**src/rtl/accu_pkg.sv**
```systemverilog
// Shared definitions for the accumulator stimulus transmitter and accu_top:
// FSM state codes (also used to decode state_display) and default sizing.
package accu_pkg;

  localparam int ACCU_STATE_W     = 3;
  localparam int ACCU_PATTERN_W   = 16;
  localparam int ACCU_GAP_CYCLES  = 8;
  localparam int ACCU_HOLD_CYCLES = 8;

  typedef enum logic [ACCU_STATE_W-1:0] {
    ACCU_IDLE   = 3'd0,
    ACCU_SETUP  = 3'd1,
    ACCU_STROBE = 3'd2,
    ACCU_SAMPLE = 3'd3,
    ACCU_DONE   = 3'd4
  } accu_state_e;

  function automatic int accu_max(input int a, input int b);
    return (a > b) ? a : b;
  endfunction

endpackage

```
**src/rtl/accu_tx_timer.sv**
```systemverilog
// Loadable down-counter shared by the GAP and HOLD phases. zero is high once
// the count has run out; a load of N gives N+1 cycles until the zero cycle.
module accu_tx_timer #(
  parameter int CNT_W = 4
) (
  input  logic             clk,
  input  logic             reset,
  input  logic             load,
  input  logic [CNT_W-1:0] load_val,
  output logic             zero
);

  logic [CNT_W-1:0] count;

  // Reload on request, otherwise count down and park at zero.
  always_ff @(posedge clk) begin
    if (reset) begin
      count <= '0;
    end else if (load) begin
      count <= load_val;
    end else if (count != '0) begin
      count <= count - CNT_W'(1);
    end
  end

  assign zero = (count == '0);

endmodule

```
**src/rtl/accu_stim_tx.sv**
```systemverilog
// Serial stimulus transmitter driving the accumulator next/in interface.
// Latches a pattern, presents one bit per period on in_bit, strobes next
// once per bit and samples resp into resp_word after each strobe.
//
// Optional build macro ACCU_TX_CHECK_EN adds a latched compare word and a
// mismatch flag evaluated on entry to DONE. The compare port is named
// 'expected' because 'expect' is a reserved word in SystemVerilog.
//
// state  | meaning
// IDLE   | waiting for load/start
// SETUP  | in_bit driven, next low, GAP_CYCLES cycles
// STROBE | next high, in_bit held, HOLD_CYCLES cycles
// SAMPLE | next low, resp captured into resp_word[idx]
// DONE   | one-cycle done pulse, back to IDLE
module accu_stim_tx
  import accu_pkg::*;
#(
  parameter int PATTERN_W   = ACCU_PATTERN_W,
  parameter int GAP_CYCLES  = ACCU_GAP_CYCLES,
  parameter int HOLD_CYCLES = ACCU_HOLD_CYCLES,
  parameter int LEN_W       = $clog2(PATTERN_W + 1)
) (
  input  logic                    clk,
  input  logic                    reset,
  input  logic                    load,
  input  logic [PATTERN_W-1:0]    pattern,
  input  logic [LEN_W-1:0]        len,
  input  logic                    start,
  input  logic                    resp,
`ifdef ACCU_TX_CHECK_EN
  input  logic [PATTERN_W-1:0]    expected,
  output logic                    mismatch,
`endif
  output logic                    in_bit,
  output logic                    next,
  output logic                    busy,
  output logic                    done,
  output logic [PATTERN_W-1:0]    resp_word,
  output logic [ACCU_STATE_W-1:0] state_display
);

  localparam int CNT_W = $clog2(accu_max(GAP_CYCLES, HOLD_CYCLES) + 1);
  localparam int IDX_W = (PATTERN_W > 1) ? $clog2(PATTERN_W) : 1;
  localparam logic [CNT_W-1:0] GAP_LD  = CNT_W'(GAP_CYCLES - 1);
  localparam logic [CNT_W-1:0] HOLD_LD = CNT_W'(HOLD_CYCLES - 1);
  localparam logic [LEN_W-1:0] LEN_MAX = LEN_W'(PATTERN_W);

  accu_state_e          state_q, state_n;
  logic [PATTERN_W-1:0] pat_q, pat_d;
  logic [LEN_W-1:0]     len_q, len_d;
  logic [IDX_W-1:0]     idx_q, idx_d;
  logic [PATTERN_W-1:0] resp_word_d;
  logic                 in_bit_d;
  logic [LEN_W-1:0]     len_clamped;
  logic                 last_bit;
  logic                 tmr_load;
  logic [CNT_W-1:0]     tmr_val;
  logic                 tmr_zero;

  assign len_clamped = (len > LEN_MAX) ? LEN_MAX : len;
  assign last_bit    = (LEN_W'(idx_q) == (len_q - LEN_W'(1)));

  // Every state change reloads the timer with the length of the new phase.
  assign tmr_load = (state_n != state_q);
  assign tmr_val  = (state_n == ACCU_STROBE) ? HOLD_LD : GAP_LD;

  accu_tx_timer #(
    .CNT_W (CNT_W)
  ) u_timer (
    .clk      (clk),
    .reset    (reset),
    .load     (tmr_load),
    .load_val (tmr_val),
    .zero     (tmr_zero)
  );

  // Next-state and next-datapath decode; a same-cycle load feeds start directly.
  always_comb begin
    state_n     = state_q;
    pat_d       = pat_q;
    len_d       = len_q;
    idx_d       = idx_q;
    resp_word_d = resp_word;
    in_bit_d    = in_bit;
    case (state_q)
      ACCU_IDLE: begin
        if (load) begin
          pat_d = pattern;
          len_d = len_clamped;
        end
        if (start) begin
          idx_d       = '0;
          resp_word_d = '0;
          if (len_d != '0) begin
            state_n  = ACCU_SETUP;
            in_bit_d = pat_d[0];
          end else begin
            state_n = ACCU_DONE;
          end
        end
      end
      ACCU_SETUP: begin
        if (tmr_zero) state_n = ACCU_STROBE;
      end
      ACCU_STROBE: begin
        if (tmr_zero) state_n = ACCU_SAMPLE;
      end
      ACCU_SAMPLE: begin
        resp_word_d[idx_q] = resp;
        if (last_bit) begin
          state_n = ACCU_DONE;
        end else begin
          idx_d    = idx_q + IDX_W'(1);
          in_bit_d = pat_q[idx_d];
          state_n  = ACCU_SETUP;
        end
      end
      ACCU_DONE: begin
        state_n = ACCU_IDLE;
      end
      default: begin
        state_n = ACCU_IDLE;
      end
    endcase
  end

  // FSM state register.
  always_ff @(posedge clk) begin
    if (reset) begin
      state_q <= ACCU_IDLE;
    end else begin
      state_q <= state_n;
    end
  end

  // Datapath and registered outputs, all decoded from the next state.
  always_ff @(posedge clk) begin
    if (reset) begin
      pat_q         <= '0;
      len_q         <= '0;
      idx_q         <= '0;
      in_bit        <= 1'b0;
      next          <= 1'b0;
      busy          <= 1'b0;
      done          <= 1'b0;
      resp_word     <= '0;
      state_display <= ACCU_IDLE;
    end else begin
      pat_q         <= pat_d;
      len_q         <= len_d;
      idx_q         <= idx_d;
      in_bit        <= in_bit_d;
      next          <= (state_n == ACCU_STROBE);
      busy          <= (state_n == ACCU_SETUP) || (state_n == ACCU_STROBE) ||
                       (state_n == ACCU_SAMPLE);
      done          <= (state_n == ACCU_DONE);
      resp_word     <= resp_word_d;
      state_display <= state_n;
    end
  end

`ifdef ACCU_TX_CHECK_EN
  logic [PATTERN_W-1:0] exp_q, exp_d;
  logic [PATTERN_W-1:0] len_mask;

  // Compare word follows the same load rule as the pattern.
  always_comb begin
    exp_d = exp_q;
    if ((state_q == ACCU_IDLE) && load) exp_d = expected;
  end

  // Only bits below the run length take part in the compare.
  always_comb begin
    len_mask = '0;
    for (int i = 0; i < PATTERN_W; i++) begin
      len_mask[i] = (LEN_W'(i) < len_d);
    end
  end

  // Flag evaluated on the final resp_word as DONE is entered, cleared on start.
  always_ff @(posedge clk) begin
    if (reset) begin
      exp_q    <= '0;
      mismatch <= 1'b0;
    end else begin
      exp_q <= exp_d;
      if (state_n == ACCU_DONE) begin
        mismatch <= |((resp_word_d ^ exp_d) & len_mask);
      end else if ((state_q == ACCU_IDLE) && start) begin
        mismatch <= 1'b0;
      end
    end
  end
`endif

endmodule

```
**config.mk**
```make
export PLATFORM = sky130hd
export DESIGN_NAME = accu_stim_tx
export DESIGN_NICKNAME = d
export VERILOG_FILES = /design/src/rtl/accu_pkg.sv /design/src/rtl/accu_tx_timer.sv /design/src/rtl/accu_stim_tx.sv
export SDC_FILE = /design/constraint.sdc
export NUM_CORES = 1
export LEC_CHECK = 0
export BUFFER_PORTS_ARGS = -buffer_cell sky130_fd_sc_hd__buf_2
export CAP_MARGIN = 30
export CORE_ASPECT_RATIO = 1.25
export CORE_MARGIN = 1
export CORE_UTILIZATION = 40
export DETAILED_ROUTE_END_ITERATION = 6
export PLACE_DENSITY = 0.62
export SLEW_MARGIN = 20
export SYNTH_ARGS = -nofsm -noshare
export SYNTH_HDL_FRONTEND = slang
export SYNTH_HIERARCHICAL = 1
export SYNTH_SLANG_ARGS = --single-unit
```
**constraint.sdc**
```tcl
create_clock -name clk -period 5 [get_ports clk]
set_clock_uncertainty 0.1 [all_clocks]
set_input_delay 0.75 -clock clk [delete_from_list [all_inputs] [get_ports clk]]
set_output_delay 0.75 -clock clk [all_outputs]
set_load 0.05 [all_outputs]
```
# Yosys cells after proc, flatten, opt, wreduce, memory -nomap -nowiden
# Index checks and enable logic that the tools add are counted.
dict set report totals {
  reg_bits 52
  in_bits 26
}
dict set report op_classes {
  add_sub_neg 3
  order_cmp 4
  eq_ne 12
  mux 26
  n_reduce_logical 14
}
# operator n
set ops {}
lappend ops {{16-bit case mux with 2 select lines} 1}
lappend ops {{3-bit 2-to-1 mux} 7}
lappend ops {{16-bit bitwise mux} 1}
lappend ops {{16-bit 2-to-1 mux} 1}
lappend ops {{5-bit 2-to-1 mux} 3}
lappend ops {{3-bit by 2-bit equality test with 1-bit output, second input constant} 4}
lappend ops {{3-bit case mux with 4 select lines} 1}
lappend ops {{4-bit by 5-bit < comparator with 1-bit output, second input constant} 2}
lappend ops {{4-bit 2-to-1 mux} 2}
lappend ops {{4-bit case mux with 2 select lines} 1}
lappend ops {{3-bit by 1-bit equality test with 1-bit output, second input constant} 2}
lappend ops {{1-bit 2-to-1 mux} 6}
lappend ops {{2-bit inequality test, second input constant} 3}
lappend ops {{4-bit by 5-bit equality test with 1-bit output} 1}
lappend ops {{5-bit > comparator, second input constant} 1}
lappend ops {{5-bit nonzero test} 1}
lappend ops {{5-bit by 1-bit subtractor with 5-bit output, second input constant} 1}
lappend ops {{4-bit by 1-bit adder with 4-bit output, second input constant} 1}
lappend ops {{1-bit binary-select mux with 4-bit select} 1}
lappend ops {{1-bit demux with 4-bit select} 1}
lappend ops {{4-bit by 1-bit >= comparator with 1-bit output, second input constant} 1}
lappend ops {{4-bit zero test} 1}
lappend ops {{2-bit AND reduction} 2}
lappend ops {{4-bit AND reduction} 1}
lappend ops {{11 further kinds} 13}

# Logic depth before layout (Yosys ltp)
# Gate-level depths: netlist of the first run.
dict set report depth {
  depth_word 11
  depth_mapped 9
}

# By module
# The synthesis of the first run kept the hierarchy.
# module n_inst cells_each area_per_inst_um2 seq_area_each_um2
set modules_own_cells {}
lappend modules_own_cells {accu_stim_tx 1 284 2331.0 960.9}
lappend modules_own_cells {accu_tx_timer 1 24 229.0 80.1}

# Least setup slack after synthesis of the first run
# No wires, ideal clock.
dict set report synth_path {
  path_kind {input -> register}
  start {input port len[0]}
  end {register u_timer.count[3]}
  setup_time_ns 0.092
  t_arrival_ns 2.363
  t_required_ns 4.808
  slack_ns 2.445
  stages 7
  cell_sequence {nor4b_2 a22oi_1 and2_4 a211o_1 a211o_1 or2_2 o32ai_1}
}
dict set report synth_via {
  elab_chain_len 10
}
# item line_no
set synth_rtl {}
lappend synth_rtl {{from (decl)} accu_stim_tx.sv:27} ;# input logic [LEN_W-1:0] len,
lappend synth_rtl {{5-bit > comparator} accu_stim_tx.sv:60} ;# assign len_clamped = (len > LEN_MAX) ? LEN_MAX : len;
lappend synth_rtl {{5-bit 2-to-1 mux *} accu_stim_tx.sv:60}
lappend synth_rtl {{5-bit 2-to-1 mux *} accu_stim_tx.sv:87} ;# if (load) begin
lappend synth_rtl {{5-bit 2-to-1 mux *} accu_stim_tx.sv:85} ;# case (state_q)
lappend synth_rtl {{5-bit nonzero test *} accu_stim_tx.sv:94} ;# if (len_d != '0) begin
lappend synth_rtl {{3-bit 2-to-1 mux *} accu_stim_tx.sv:94}
lappend synth_rtl {{3-bit 2-to-1 mux *} accu_stim_tx.sv:91} ;# if (start) begin
lappend synth_rtl {{3-bit case mux with 4 select lines *} accu_stim_tx.sv:85}
lappend synth_rtl {{3-bit inequality test *} accu_stim_tx.sv:64} ;# assign tmr_load = (state_n != state_q);
lappend synth_rtl {{named net tmr_load} accu_stim_tx.sv:56} ;# logic tmr_load;
lappend synth_rtl {{2-bit OR reduction (no line) *} n/a}
lappend synth_rtl {{to (signal assigned)} accu_tx_timer.sv:20} ;# count <= load_val;
lappend synth_rtl {{to (signal assigned)} accu_tx_timer.sv:22} ;# count <= count - CNT_W'(1);
lappend synth_rtl {{to (decl)} accu_tx_timer.sv:13} ;# logic [CNT_W-1:0] count;
# The timed path passes the listed nets; every way through them passes the cells marked *. The select of a mux whose other input is x is not followed.
# A chain may end at the register's enable or synchronous reset.

# Final worst setup path of the first run
# Same ends and word-level chain as after synthesis.

==> results of run 1 <==
worst max-delay path: stages:
cell	delay, ps
buf_2	110
nor4b_2	290
a22oi_1	150
and2_4	200
a211o_1	260
a211o_1	320
or2_2	340
o32ai_1	220
state kept, by name, summed over array words and instances, names as in the netlist:
register	flops
u_timer/count	4
pat_q	16
done	1
busy	1
next	1
resp_word	16
len_q	5
in_bit	1
idx_q	4
state_display	3
power by group:
part           switching [mW]  internal [mW]  leakage [nW]
Clock                   0.132          0.113        0.0455
Combinational           0.209          0.144         0.724
Sequential             0.0386          0.462         0.424
cells in the final DEF (no fill, tap or decap), types with 3 or more instances in the layout:
| cell type | synthesis | final |
|---|---|---|
| dfxtp_1 | 52 | 52 |
| and2_1 | 4 | 4 |
| o21ai_0 | 18 | 18 |
| clkbuf_8 | 0 | 6 |
| nand2_1 | 61 | 61 |
| inv_1 | 9 | 9 |
| and3_1 | 4 | 4 |
| nor2_1 | 10 | 10 |
| mux4_2 | 4 | 4 |
| nor3_1 | 8 | 8 |
| a21oi_1 | 57 | 57 |
| nand3_1 | 4 | 4 |
| xnor2_1 | 7 | 7 |
| conb_1 | 2 | 4 |
| buf_2 | 3 | 48 |
| nand3b_1 | 6 | 6 |
| o22ai_1 | 3 | 3 |
| ha_1 | 6 | 6 |
worst paths after layout:
| kind | start | endpoint | cells past startpoint |
|---|---|---|---|
| min reg2reg | pat_q[3] | pat_q[3] | 2 |
| min | pat_q[3] | pat_q[3] | 2 |
| max reg2reg | idx_q[0] | in_bit | 6 |
| max | len[0] | u_timer/count[3] | 8 |
area by class of cell:
cell class / count / area share [%]
flip-flops and latches: 52 / 35.4
repair buffers: 48 / 8.17
multi-input cells: 235 / 48.6
clock buffers: 8 / 3.06
well taps: 85 / 3.62
inverters: 9 / 1.15
cells by family (layout without fill, tap and decap cells):
group           count (synthesis)  after routing
simple gates                  114            114
compound gates                 92             92
flops                          52             52
buf+inv                        23             65
xor+xnor                       11             11
mux                             8              8
fa+ha+maj                       6              6
other cells                     2              4
stage by stage:
step	hold slack, ps	utilization [%]
CTS	361	47.7
floorplan	333	-
finish	357	47.7
global route	379	47.7
global placement	340	46.2
detailed placement	348	46.2
layer usage:
metal / routed length [um] / up-vias / GRT usage (%) / part of all wire (%)
met1: 2590 / 1026 / 22.8 / 47
met3: 235 / 7 / 3.88 / 4.2
met5: 0 / - / 0 / 0
met4: 74 / 0 / 6.09 / 1.3
li1: - / 1152 / - / -
met2: 2670 / 40 / 30.2 / 48
==> metrics.md, run 1 <==
| Metric | Value |
|---|---|
| Worst slew pin tran | 949 ps |
| Register clock-pin slew on the reported worst setup and hold paths | roughly 90 ps |
| FF-to-FF setup slack | between 2000 and 3000 ps |
| Leak | 1.19 nW |
| Die H | around 91 um |
| Most area-consuming cells after synthesis | dfxtp_1 41%, a21oi_1 11%, nand2_1 8.9%, o21ai_0 3.5%, mux4_2 3.5% |
| Clock sinks | 52 |
| Post-synth top area share | 40.7% |
| Fin. Hold Viols | 0 |
| Area leader, netlist | dfxtp_1 |
| Largest net degree at the start of global routing | 52 |
| Core area | between 0.006 and 0.007 mm2 |
| # port buffers | 48 |
| Initial antenna violation count | 0 |
| Critical path class | primary input to flop |
| Yosys reg bits | 52 |
| Outcome | complete, no violations |
| Final non-filler cell area | 0.00294 mm2 |
| Simple-gate portion of the synthesized area | 22.1% |
| Max_cap viols | 0 |
| Post-Route WL | 5570 um |
| Setup TNS Final | 0 ps |
| Max Clk Rate | 396 MHz |
| Die width | 73.6 um |
| Async SR Flop Fraction | 0% |
| Footprint of the multi-input gates | 0.00143 mm2 |
| Mean area per synthesized cell | 8.31 um2 |
| Clock root buffer | clkbuf_8 |
| Synth Area in XOR/XNOR | roughly 4.3% |
| P&R area growth vs syn | 14.9% |
| Register area | 0.00104 mm2 |
| Starting Density | about 42% |
| Synth Area in Adders | 2.93% |
| Max clock buf depth | 2 |
| Final worst-path cycle share | 50.5% |
| Post-synth EDFFs | 0 |
| Initial DRT Pass Iterations | 4 |
| Row count | 32 |
| CP Max Fanout | 6 |
| Vias per inst | between 5 and 6 |
| FILL cells | 629 |
| H-Tree Depth | 2 |
| Cell Area, Synth | 0.00256 mm2 |
| Worst-skew pair later-pin latency | 300 ps |
| GR Util All Layers | 18.1% |
| Vias in the first global route | ~2.2k |
| DRT iter0 DRCs | approximately 120 |
| Setup slack at placement | 2160 ps |
| Dpl cells | between 400 and 500 |
| Io pins | between 40 and 50 |
| CTS tree | built |
| Post-DR wirelength/cell | roughly 13 um |
| Non-Filler Instances | 437 |
| Pwr/cell area | 373 mW/mm2 |
| Die area | 0.00673 mm2 |
| Max-slew violations | 0 |
| Most frequent cells after synthesis | 61 x nand2_1, 57 x a21oi_1, 52 x dfxtp_1 |
| CP startpoint kind | primary input |
| Synth Area in Compound Gates | 20.7% |
| Post-CTS resize count | 0 |
| HPWL Detailed | about 3900 um |
| # hold bufs at CTS | 0 |
| CP arrival | 2640 ps |
| Synthesized instance count | 308 |
| Yosys warns | 6 |
| Routed Antenna Nets | 0 |
| Max_slew headroom | 36.7% |
| Main combinational cell family by area after synthesis | simple AND/OR/NAND/NOR gates |
| Residual DRC | 0 |
| First-pass GRT wire length | roughly 9700 um |
| Setup-failing EPs final | 0 |
| Count of cell types in the netlist | 49 |
| Total Power | 1.10 mW |
| Mux share of post-synthesis cell area | under 10% |
| Vias | 2225 |
| RSZ-0062 raised after global routing | no |
| Most numerous cell in the Yosys netlist | nand2_1 |
| Routability cong. | between 0.7 and 0.8 |
| Seq/Total Area, Yosys | 40.7% |
| Placement Cell Area | around 0.0029 mm2 |
| Grt ovf | 0 |
| Max VDD drop | 0.190 mV |
| Post-CTS Repair Setup Buffers | 0 |
| Num CTS Buffers | 5 |
| Antenna diodes | 0 |
| Worst Setup End Kind | flop |
| Main flop type after synthesis | dfxtp_1 |
| Tightest Hold Check Type | flop to flop |
| Req. time, crit path | 5110 ps |
| Fin crit period | between 2000 and 3000 ps |
| NumNets Final | 383 |
| Setup WS post-layout | 2470 ps |
| Layout cells sized above 1 | 21.0% |
No activity file was read; power rests on OpenSTA's default activity.
==> run 2, diff against run 1 <==
Settings changed: PLACE_DENSITY 0.62 to 0.64.
Clock period 5 ns to 2.1 ns, I/O delays scaled along.
==> metrics.md, run 2 (same netlist as run 1, synthesis figures left out) <==
| Metric | Value |
|---|---|
| Outcome | complete, no violations |
| Tightest Hold Check Type | primary input to flop |
| First-pass GRT wire length | 10100 um (+4.3%) |
| FILL cells | 605 (-3.8%) |
| Routability cong. | 0.830 (+4.9%) |
| Max-slew violations | 0 (unchanged) |
| Worst-skew pair later-pin latency | 300 ps (about the same) |
| CP max stage delay | 360 ps (+20 ps) |
| NumNets Final | 408 (+6.5%) |
| Antenna diodes | 0 (unchanged) |
| GR Util All Layers | 19.0% (+0.85 points) |
| Most frequent cells in the layout | 61 x nand2_1, 57 x a21oi_1, 48 x buf_2 |
| Fin. Hold Viols | 0 (unchanged) |
| Worst hold stages | 3 (+1) |
| Residual DRC | 0 (unchanged) |
| Register clock-pin slew on the reported worst setup and hold paths | 90 ps (about the same) |
| Largest net degree at the start of global routing | 32 (-38%) |
| Worst Setup End Kind | flop |
| Row count | 32 (unchanged) |
| Max VDD drop | 0.528 mV (+180%) |
| CP Depth | 7 (-1) |
| Io pins | 49 (unchanged) |
| Critical path class | flop to flop |
| CP arrival | 2200 ps (-440 ps) |
| Max Clk Rate | 480 MHz |
| Reg2reg end | u_timer/count[3] |
| Max_cap viols | 0 (unchanged) |
| P&R area growth vs syn | 25.8% |
| CP Max Fanout | 4 (-2) |
| R2R depth | 7 (+1) |
| Clock root buffer | clkbuf_8 |
| CTS tree | built |
| CP startpoint kind | flop |
| Vias | 2359 (+6.0%) |
| Min-delay src | pattern[10] |
| Buf+Inv Stages, Crit Path | 0 (-1) |
| Layout cells sized above 1 | 31.3% (+10 points) |
| Die width | 73.6 um (unchanged) |
| Placement Cell Area | 0.00306 mm2 (+7.2%) |
| Core area | 0.00617 mm2 (unchanged) |
| Leading cell type in the layout, fill and taps excluded | nand2_1 |
| # port buffers | 48 (unchanged) |
| Req. time, crit path | 2220 ps (-2890 ps) |
| H-Tree Depth | 2 (unchanged) |
| Register area | 0.00106 mm2 (+1.7%) |
| Max_slew headroom | 59.0% (+22 points) |
| Setup slack at placement | -100 ps (-2260 ps) |
| Starting Density | 41.5% (unchanged) |
| Top Family by Delay on Critical Path | compound AO/OA/AOI/OAI gates |
| HPWL Detailed | 4350 um (+13%) |
| DRT iter0 DRCs | 133 (+9.0%) |
| Hold Slack | 137 ps (-220 ps) |
| Initial DRT Pass Iterations | 5 (+1) |
| Fin crit period | 2080 ps |
| Setup WS post-layout | 17.2 ps (-2460 ps) |
| Leak | 1.34 nW (+13%) |
| GR Layer Usage met3 | 4.00% (+0.11 points) |
| Most used cell, CP | a211o_1 |
| Worst path cell trace | nor4_2, a22oi_2, and2_4, a211o_1, a211o_1, or2_4, o32ai_2 |
| Clock sinks | 52 (unchanged) |
| Num CTS Buffers | 5 (unchanged) |
| Busiest grt layer | met2 |
| Launching point of the worst reg2reg path | len_q[0] |
| Footprint of the multi-input gates | 0.00150 mm2 (+4.8%) |
| Worst slew pin tran | 616 ps (-333 ps) |
| Final non-filler cell area | 0.00322 mm2 (+9.4%) |
| Routed Antenna Nets | 0 (unchanged) |
| Initial antenna violation count | 0 (unchanged) |
| RSZ-0062 raised after global routing | yes |
| Final worst-path cycle share | between 90 and 100% |
| Grt ovf | 0 (unchanged) |
| Setup-failing EPs final | 0 (unchanged) |
| Met1 Usage GRT | 25.4% (+2.6 points) |
| Vias per inst | 5.11 (+0.29%) |
| Post-Route WL | 5980 um (+7.3%) |
| Die H | 91.4 um (unchanged) |
| Hold Crit Endpoint | pat_q[10] |
| Met2 Use GR | 30.7% (+0.54 points) |
| Post-DR wirelength/cell | 12.9 um (+1.5%) |
| FF-to-FF setup slack | 20 ps (-2540 ps) |
| Slowest-stage cell, CP | dfxtp_4 |
| Pwr/cell area | 887 mW/mm2 (+140%) |
| Vias in the first global route | 2199 (+2.2%) |
| Die area | 0.00673 mm2 (unchanged) |
| Biggest registers after layout | pat_q (16), resp_word (16), len_q (5) |
| Max clock buf depth | 2 (unchanged) |
## run 2: stage by stage
stage / utilization (%) / cells / setup TNS, ps / total power, mW
global route: 52.2 / 462 / -85.8 / 3.02
floorplan: - / 310 / 0 / 1.91
global placement: 49.6 / 452 / -114 / 2.21
finish: 52.2 / 462 / 0 / 2.85
CTS: 51.3 / 461 / 0 / 2.83
detailed placement: 49.6 / 452 / -209 / 2.23
## run 2: timing repair
item,4_1_cts,5_1_grt
resized for setup,2,11
buffers inserted,1,1
hold buffers,0,0
pin swaps,1,3
setup endpoints to repair,4,6
## run 2: worst max-delay path by stage
stage	startpoint	end	slack, ps
after floorplan	len_q[0]	u_timer/count[3]	4
after global placement	len[0]	u_timer/count[3]	-70
after detailed placement	len[0]	u_timer/count[3]	-100
after CTS	len_q[0]	u_timer/count[3]	7
after global routing	len_q[0]	u_timer/count[3]	-60
final	len_q[0]	u_timer/count[3]	20
## run 2: cell type report
| type | count | area share [%] |
|---|---|---|
| clock buffers | 7 | 2.68 |
| clock inverters | 1 | 0.233 |
| inverters | 9 | 1.05 |
| multi-input cells | 235 | 46.6 |
| flip-flops and latches | 52 | 32.9 |
| well taps | 85 | 3.30 |
| repair buffers | 73 | 13.3 |
## run 2: worst min-delay path, stage by stage
cell and delay [ps]:
buf_2 90, nand2_1 40, a21oi_1 50
## run 2: report_power, final
part / switching [mW] / total (mW) / internal, mW
Combinational: 0.564 / 1.06 / 0.495
Sequential: 0.0965 / 1.20 / 1.11
Clock: 0.325 / 0.594 / 0.269
## run 2: per-layer routing
metal,vias to the layer above,share of wire (%)
li1,1209,-
met1,1090,46
met2,54,49
met3,6,4.2
met4,0,1.1
met5,-,0
